$ cat src/rtl/serial_tx_fifo.sv
// Byte FIFO feeding the serial transmitter's data/send/ready handshake.
// Head byte is presented first-word fall-through; pop happens on the edge
// where the transmitter accepts it (oTxSend & iTxReady).
// Optional macro SERIAL_TX_FIFO_OVERFLOW_EN enables the sticky oOverflow flag.
module serial_tx_fifo #(
    parameter  int unsigned Depth      = 16,
    localparam int unsigned CountWidth = $clog2(Depth + 1)
) (
    input  logic                  iClock,
    input  logic                  iReset_n,
    input  logic [7:0]            iData,
    input  logic                  iWrite,
    input  logic                  iFlush,
    output logic                  oFull,
    output logic                  oEmpty,
    output logic [CountWidth-1:0] oCount,
    output logic [7:0]            oTxData,
    output logic                  oTxSend,
    input  logic                  iTxReady,
    output logic                  oOverflow,
    input  logic                  iClearOverflow
);

    localparam int unsigned PtrWidth = $clog2(Depth);

    logic [7:0]            mem_q [Depth];
    logic [PtrWidth-1:0]   rd_ptr_q, rd_ptr_d;
    logic [PtrWidth-1:0]   wr_ptr_q, wr_ptr_d;
    logic [CountWidth-1:0] count_q, count_d;
    logic                  empty_q, empty_d;
    logic                  full_q, full_d;
    logic                  ovf_q, ovf_d;
    logic                  push_c, pop_c;

    // Accepted push and pop for this edge; flush overrides both.
    always_comb begin
        push_c = iWrite & ~full_q & ~iFlush;
        pop_c  = ~empty_q & iTxReady & ~iFlush;
    end

    // Next-state for pointers, occupancy and status flags.
    always_comb begin
        rd_ptr_d = rd_ptr_q;
        wr_ptr_d = wr_ptr_q;
        count_d  = count_q;
        if (iFlush) begin
            rd_ptr_d = '0;
            wr_ptr_d = '0;
            count_d  = '0;
        end else begin
            if (push_c) wr_ptr_d = wr_ptr_q + PtrWidth'(1);
            if (pop_c)  rd_ptr_d = rd_ptr_q + PtrWidth'(1);
            case ({push_c, pop_c})
                2'b10:   count_d = count_q + CountWidth'(1);
                2'b01:   count_d = count_q - CountWidth'(1);
                default: count_d = count_q;
            endcase
        end
        empty_d = (count_d == '0);
        full_d  = (count_d == CountWidth'(Depth));
    end

`ifdef SERIAL_TX_FIFO_OVERFLOW_EN
    // Sticky drop flag: set beats clear, flush leaves it alone.
    always_comb begin
        ovf_d = ovf_q;
        if (iClearOverflow)      ovf_d = 1'b0;
        if (iWrite && full_q)    ovf_d = 1'b1;
    end
`else
    logic unused_clear_c;

    // Feature disabled: flag stays low and the clear input is ignored.
    always_comb begin
        ovf_d          = 1'b0;
        unused_clear_c = iClearOverflow;
    end
`endif

    // Control state with asynchronous reset.
    always_ff @(posedge iClock or negedge iReset_n) begin
        if (!iReset_n) begin
            rd_ptr_q <= '0;
            wr_ptr_q <= '0;
            count_q  <= '0;
            empty_q  <= 1'b1;
            full_q   <= 1'b0;
            ovf_q    <= 1'b0;
        end else begin
            rd_ptr_q <= rd_ptr_d;
            wr_ptr_q <= wr_ptr_d;
            count_q  <= count_d;
            empty_q  <= empty_d;
            full_q   <= full_d;
            ovf_q    <= ovf_d;
        end
    end

    // Byte storage, intentionally not reset.
    always_ff @(posedge iClock) begin
        if (push_c) mem_q[wr_ptr_q] <= iData;
    end

    // Outputs taken straight from registered state.
    always_comb begin
        oFull     = full_q;
        oEmpty    = empty_q;
        oCount    = count_q;
        oTxSend   = ~empty_q;
        oTxData   = mem_q[rd_ptr_q];
        oOverflow = ovf_q;
    end

endmodule

$ cat config.mk
export PLATFORM = sky130hd
export DESIGN_NAME = serial_tx_fifo
export DESIGN_NICKNAME = d
export VERILOG_FILES = /design/src/rtl/serial_tx_fifo.sv
export SDC_FILE = /design/constraint.sdc
export NUM_CORES = 1
export LEC_CHECK = 0
export BUFFER_PORTS_ARGS = -buffer_cell sky130_fd_sc_hd__buf_4
export CORE_MARGIN = 5
export CORE_UTILIZATION = 55
export CTS_CLUSTER_DIAMETER = 200
export DETAILED_ROUTE_END_ITERATION = 10
export PLACE_DENSITY = 0.83
export SLEW_MARGIN = 10
export SYNTH_ARGS = -nofsm -noshare
export SYNTH_HDL_FRONTEND = slang
export SYNTH_SLANG_ARGS = --single-unit
export TNS_END_PERCENT = 10
$ cat constraint.sdc
create_clock -name iClock -period 2.8 [get_ports iClock]
set_input_delay 0.42 -clock iClock [delete_from_list [all_inputs] [get_ports iClock]]
set_output_delay 0.42 -clock iClock [all_outputs]
set_load 0.05 [all_outputs]
* Word level (Yosys, flattened, before mapping)
Memory sizes are Yosys's and may differ from the RTL's.
Index checks and enable logic that the tools add are counted.
W data, S select, Z words.
** Storage, ports and cells
- Flip-flop bits (word level) :: 15
- Bits in writable memories :: 128
- Bits of input ports :: 14
- Output and inout bits :: 17
- Logic and storage cells :: 31
- Memories kept :: 1
** Memories
- mem_q :: depth 16, width 8, read ports 1, clocked after memory_dff 0, wr ports 1, RTL line 26 : logic [7:0] mem_q [Depth];
** Cells by class
- $add $sub $neg :: 4
- Eq/ne operators :: 3
- Multiplexer cells :: 8
- Bitwise operators :: 7
- Reductions and logical operators :: 3
** Operator list (number)
- $mux W4 :: 4
- $pmux W5 S2 :: 1
- $add A4 B1 Y4 const B :: 2
- $add A5 B1 Y5 const B :: 1
- $eq A5 B5 Y1 const B :: 1
- $logic_not A5 Y1 :: 1
- $mux W5 :: 1
- $sub A5 B1 Y5 const B :: 1
- $and A1 B1 Y1 :: 4
- $reduce_bool A2 Y1 :: 2
- $not A1 Y1 :: 3
- $eq A2 B1 Y1 const B :: 1
- $eq A2 B2 Y1 const B :: 1
- $mux W1 :: 2

* Logic depth before layout (Yosys ltp)
- Depth after elaboration :: 7
- Depth in mapped cells :: 12
- Mapped depth without buffers :: 11

* Least setup slack after synthesis
OpenSTA, ideal clock, no wires.
- Kind :: reg-to-reg
- Start point :: reg full_q, in the netlist oFull
- End point :: reg full_q, in the netlist oFull
- Setup time :: 0.095 ns
- Data arrival time :: 2.712 ns
- Data required time :: 2.705 ns
- Slack :: -0.007 ns
- Cell stages (with the launch flop) :: 13
- Buffers on the path :: 1
- Period minus slack after synthesis :: 2.807 ns
- Path through :: dfrtp_1 nor2b_1 and2b_1 inv_1 ha_1 buf_2 xor2_1 ha_1 a21oi_1 mux2i_1 xor2_1 nand2_1 nor4b_2
** On the way
- Cells in the longest elaborated chain, start to end :: 7
** RTL lines
- start, declared :: RTL line 31 : logic full_q, full_d;
- start signal, assigned :: RTL line 94 : full_q <= full_d;
- $not A1 Y1 * :: RTL line 37 : push_c = iWrite & ~full_q & ~iFlush;
- $and A1 B1 Y1 * (2 in a row) :: RTL line 37
- $eq A2 B1 Y1 / $eq A2 B2 Y1 (equally long branches) :: RTL line 53 : case ({push_c, pop_c})
- $pmux W5 S2 * :: RTL line 53
- $mux W5 * :: RTL line 46 : if (iFlush) begin
- $eq A5 B5 Y1 * :: RTL line 60 : full_d = (count_d == CountWidth'(Depth));
- named net full_d :: RTL line 31
The timed path passes the listed nets; every way through them passes the cells marked *.
A chain may end at the register's enable or synchronous reset.

* Final worst setup path
- Start point :: reg rd_ptr_q[0]
- End point :: out oTxData[6]
** On the way
- Cells in the longest elaborated chain, start to end :: 1
** RTL lines
- start, declared :: RTL line 27 : logic [PtrWidth-1:0] rd_ptr_q, rd_ptr_d;
- start signal, assigned :: RTL line 90 : rd_ptr_q <= rd_ptr_d;
- $mem_v2 Z16 W8
- end, declared :: RTL line 17 : output logic [7:0] oTxData,
Every way passes these cells.

==> run summary <==
status - completed
Mapped Cells - 358
max-cap viol count - 0
DRT iter0 DRCs - 445
CP Launch Type - flop
Root Driver - clkbuf_8
Worst-path clk slew - 0.06 ns
Static Leak - 2.464 nW
H-tree depth - 4
setup slack after layout - 0.04387 ns
CP endpoint - oTxData[6]
register-to-register setup slack - 0.29 ns
CTS buffer count - 17
crit-path max cell delay - 0.51 ns
Non-Filler Instances - 562
drt pass-1 iters - 5
Post-synth EDFFs - 128
Setup Skew - 0.008322 ns
area of the die - 13080 um^2
Seq/Total Area, Yosys - 70.46%
Initial Util - 55.74%
CTS tree - done
class of the most critical hold timing path - in2reg
Ports - 31
Main synth FF type - edfxtp_1
sequential power share - 47.8%
post-synth top area cell - edfxtp_1
CP Max Fanout - 13
via count - 3416
Worst setup EP type - primary output
Layout area overhead - 18.32%
RSZ-0062 raised after global routing - true
site row count - 38
max frequency - 0.3628 GHz
fin. max-slew vios - 0
Core Region - 10750 um^2
HPWL after detailed placement - 7231 um
Final Critical Period - 2.756 ns
crit path kind - reg2out
Via density - 6.078
Routed wire per std cell - 23.16 um
final number of setup-violating endpoints - 0
global-route wire length before repair - 20220 um
antenna cells - 0
Reg2Reg Depth - 11
final WL - 13020 um
most frequent cell after synthesis - edfxtp_1
syn avg cell area - 16.73 um^2
layout cells sized above 1 - 27.73%
Post-DRT Antenna Nets - 0
DRC viols - 0
Yosys top cell area share - 64.17%
crit path DAT - 2.34 ns
Placer Congestion - 0.8268
CTS Sinks - 143
Util after Layout - 65.95%
Async SR Flop Fraction - 10.49%
Worst-Skew Late Latency - 0.53 ns
# placed instances - 527
GRT Util Overall - 21.55%
FF-to-FF End - oFull$_DFF_PN0_
final-report hold violation count - 0
period utilization - 98.43%
clock power share - 42.7%
vias in the first global route - 3498
worst-case clock buffer depth - 2
Worst path slowest cell - mux4_2
switching share of power - 23.32%
Critical path origin - rd_ptr_q[0]$_DFFE_PN0P_
dominant cells by area after synthesis - edfxtp_1, mux4_2, dfrtp_1
Psw - 1.160 mW
Hold Crit Depth - 2
register bit total from synthesis - 143
pin count of the biggest net entering global routing - 26
Die Wd - 114.4 um
CP Data Required Time - 2.38 ns
port bufs - 28
Die H - 114.4 um
Net Count, Synth - 380
worst path cell trace - buf_12 -> buf_16 -> mux4_2 -> a22oi_1 -> nand2_1 -> buf_4
overflow left after global routing - 0
PD cells - 701.7 nW/um^2
Post-Place Setup Slack - 0.1744 ns
worst vdd ir - 0.5187 mV
Yosys cell types - 39
Post-Syn Area - 5989 um^2
Comb pwr share - 9.5%
Final nets - 432
top cells by count, synth - edfxtp_1, nor2_1, mux2i_1
worst reg2reg path startpoint - oFull$_DFF_PN0_
Yosys Warn Count - 0
internal power - 3.813 mW
initial antenna violation count - 0
[flip-flops by register name, indices dropped and copies added, names as in the netlist]
register  flops
mem_q       128
oCount        5
oEmpty        1
oFull         1
rd_ptr_q      4
wr_ptr_q      4
[layout by cell type, fill, tap and decap left out, types with 8 or more instances in the layout]
master,n
a21oi_1,12
nor2_1,29
clkbuf_16,16
ha_1,8
xor2_1,8
o21ai_1,10
nand2_1,17
edfxtp_1,128
dfrtp_1,10
buf_4,47
mux2i_1,27
a22oi_1,8
mux4_2,16
[metal layers]
layer  GRT usage, %  vias to the layer above  routed length [um]
met5              0                        -                   0
met4          7.918                        0                 278
met3          5.867                       25                1235
met2          34.07                      189                6530
met1          28.93                     1719                4970
li1               -                     1483                   -
[power by group through the flow]
stage	Sequential, mW	Clock (mW)	Combinational [mW]
2_1_floorplan	2.44	0	0.296
3_3_place_gp	2.42	0	0.415
3_5_place_dp	2.42	0	0.424
4_1_cts	2.38	2.13	0.465
5_1_grt	2.38	2.25	0.504
6_report	2.38	2.12	0.472
[worst max-delay path: cells and delay by family, from the launching register on]
kind / cells / cell delay, ns
buffers and inverters: 3 / 0.51
muxes: 1 / 0.51
DFF: 1 / 0.43
AOI/OAI and AO/OA: 1 / 0.23
and+or+nand+nor: 1 / 0.12
[metrics by stage]
stage,hold WS (ns),cell area [um^2],power (mW),setup TNS [ns]
after CTS,0.1745,7061,4.971,0
final,0.1867,7087,4.973,0
after detailed placement,0.2895,6399,2.844,0
after global placement,0.2815,6399,2.831,0
after global routing,0.1796,7087,5.136,-0.1229
after floorplan,0.1244,5992,2.734,0
[logic make-up (layout without fill, tap and decap cells)]
| kind of cell | Yosys count | after routing | share of synthesized area, % |
|---|---|---|---|
| AO/OA/AOI/OAI | 50 | 50 | 6.017 |
| XOR/XNOR | 11 | 11 | 1.609 |
| adder cells (fa/ha/maj) | 8 | 8 | 1.671 |
| buffers and inverters | 25 | 89 | 2.883 |
| flip-flops | 143 | 143 | 70.46 |
| multiplexers | 51 | 51 | 12.03 |
| other | 1 | 1 | 0.06261 |
| AND/OR/NAND/NOR | 69 | 69 | 5.264 |
[layout make-up]
cell class	count	area, um^2
sequential	143	4225
fill	707	3659
clock buffer	18	417.9
tap	140	175.2
inverter	4	15.01
clock inverter	13	138.9
multi-input combinational	190	1627
timing repair buffer	54	488.0
[repair_timing]
| item | in CTS | in global routing |
|---|---|---|
| resized for setup | 9 | 8 |
| setup endpoints to repair | 7 | 8 |
| gates cloned | 2 | 0 |
| buffers inserted | 0 | 1 |
| endpoints found under the hold margin | 15 | 0 |
| pin swaps | 0 | 4 |
| hold buffers | 1 | 0 |
[worst min-delay path by stage]
stage              from                       to  slack (ns)
3_3_place_gp   iReset_n  wr_ptr_q[0]$_DFFE_PN0P_        0.28
2_1_floorplan  iReset_n      oCount[0]$_DFF_PN0_        0.12
5_1_grt          iFlush  rd_ptr_q[2]$_DFFE_PN0P_        0.18
4_1_cts          iFlush  rd_ptr_q[2]$_DFFE_PN0P_        0.17
3_5_place_dp   iReset_n  wr_ptr_q[0]$_DFFE_PN0P_        0.29
6_report         iFlush  rd_ptr_q[2]$_DFFE_PN0P_        0.19
No activity file was read; power rests on OpenSTA's default activity.
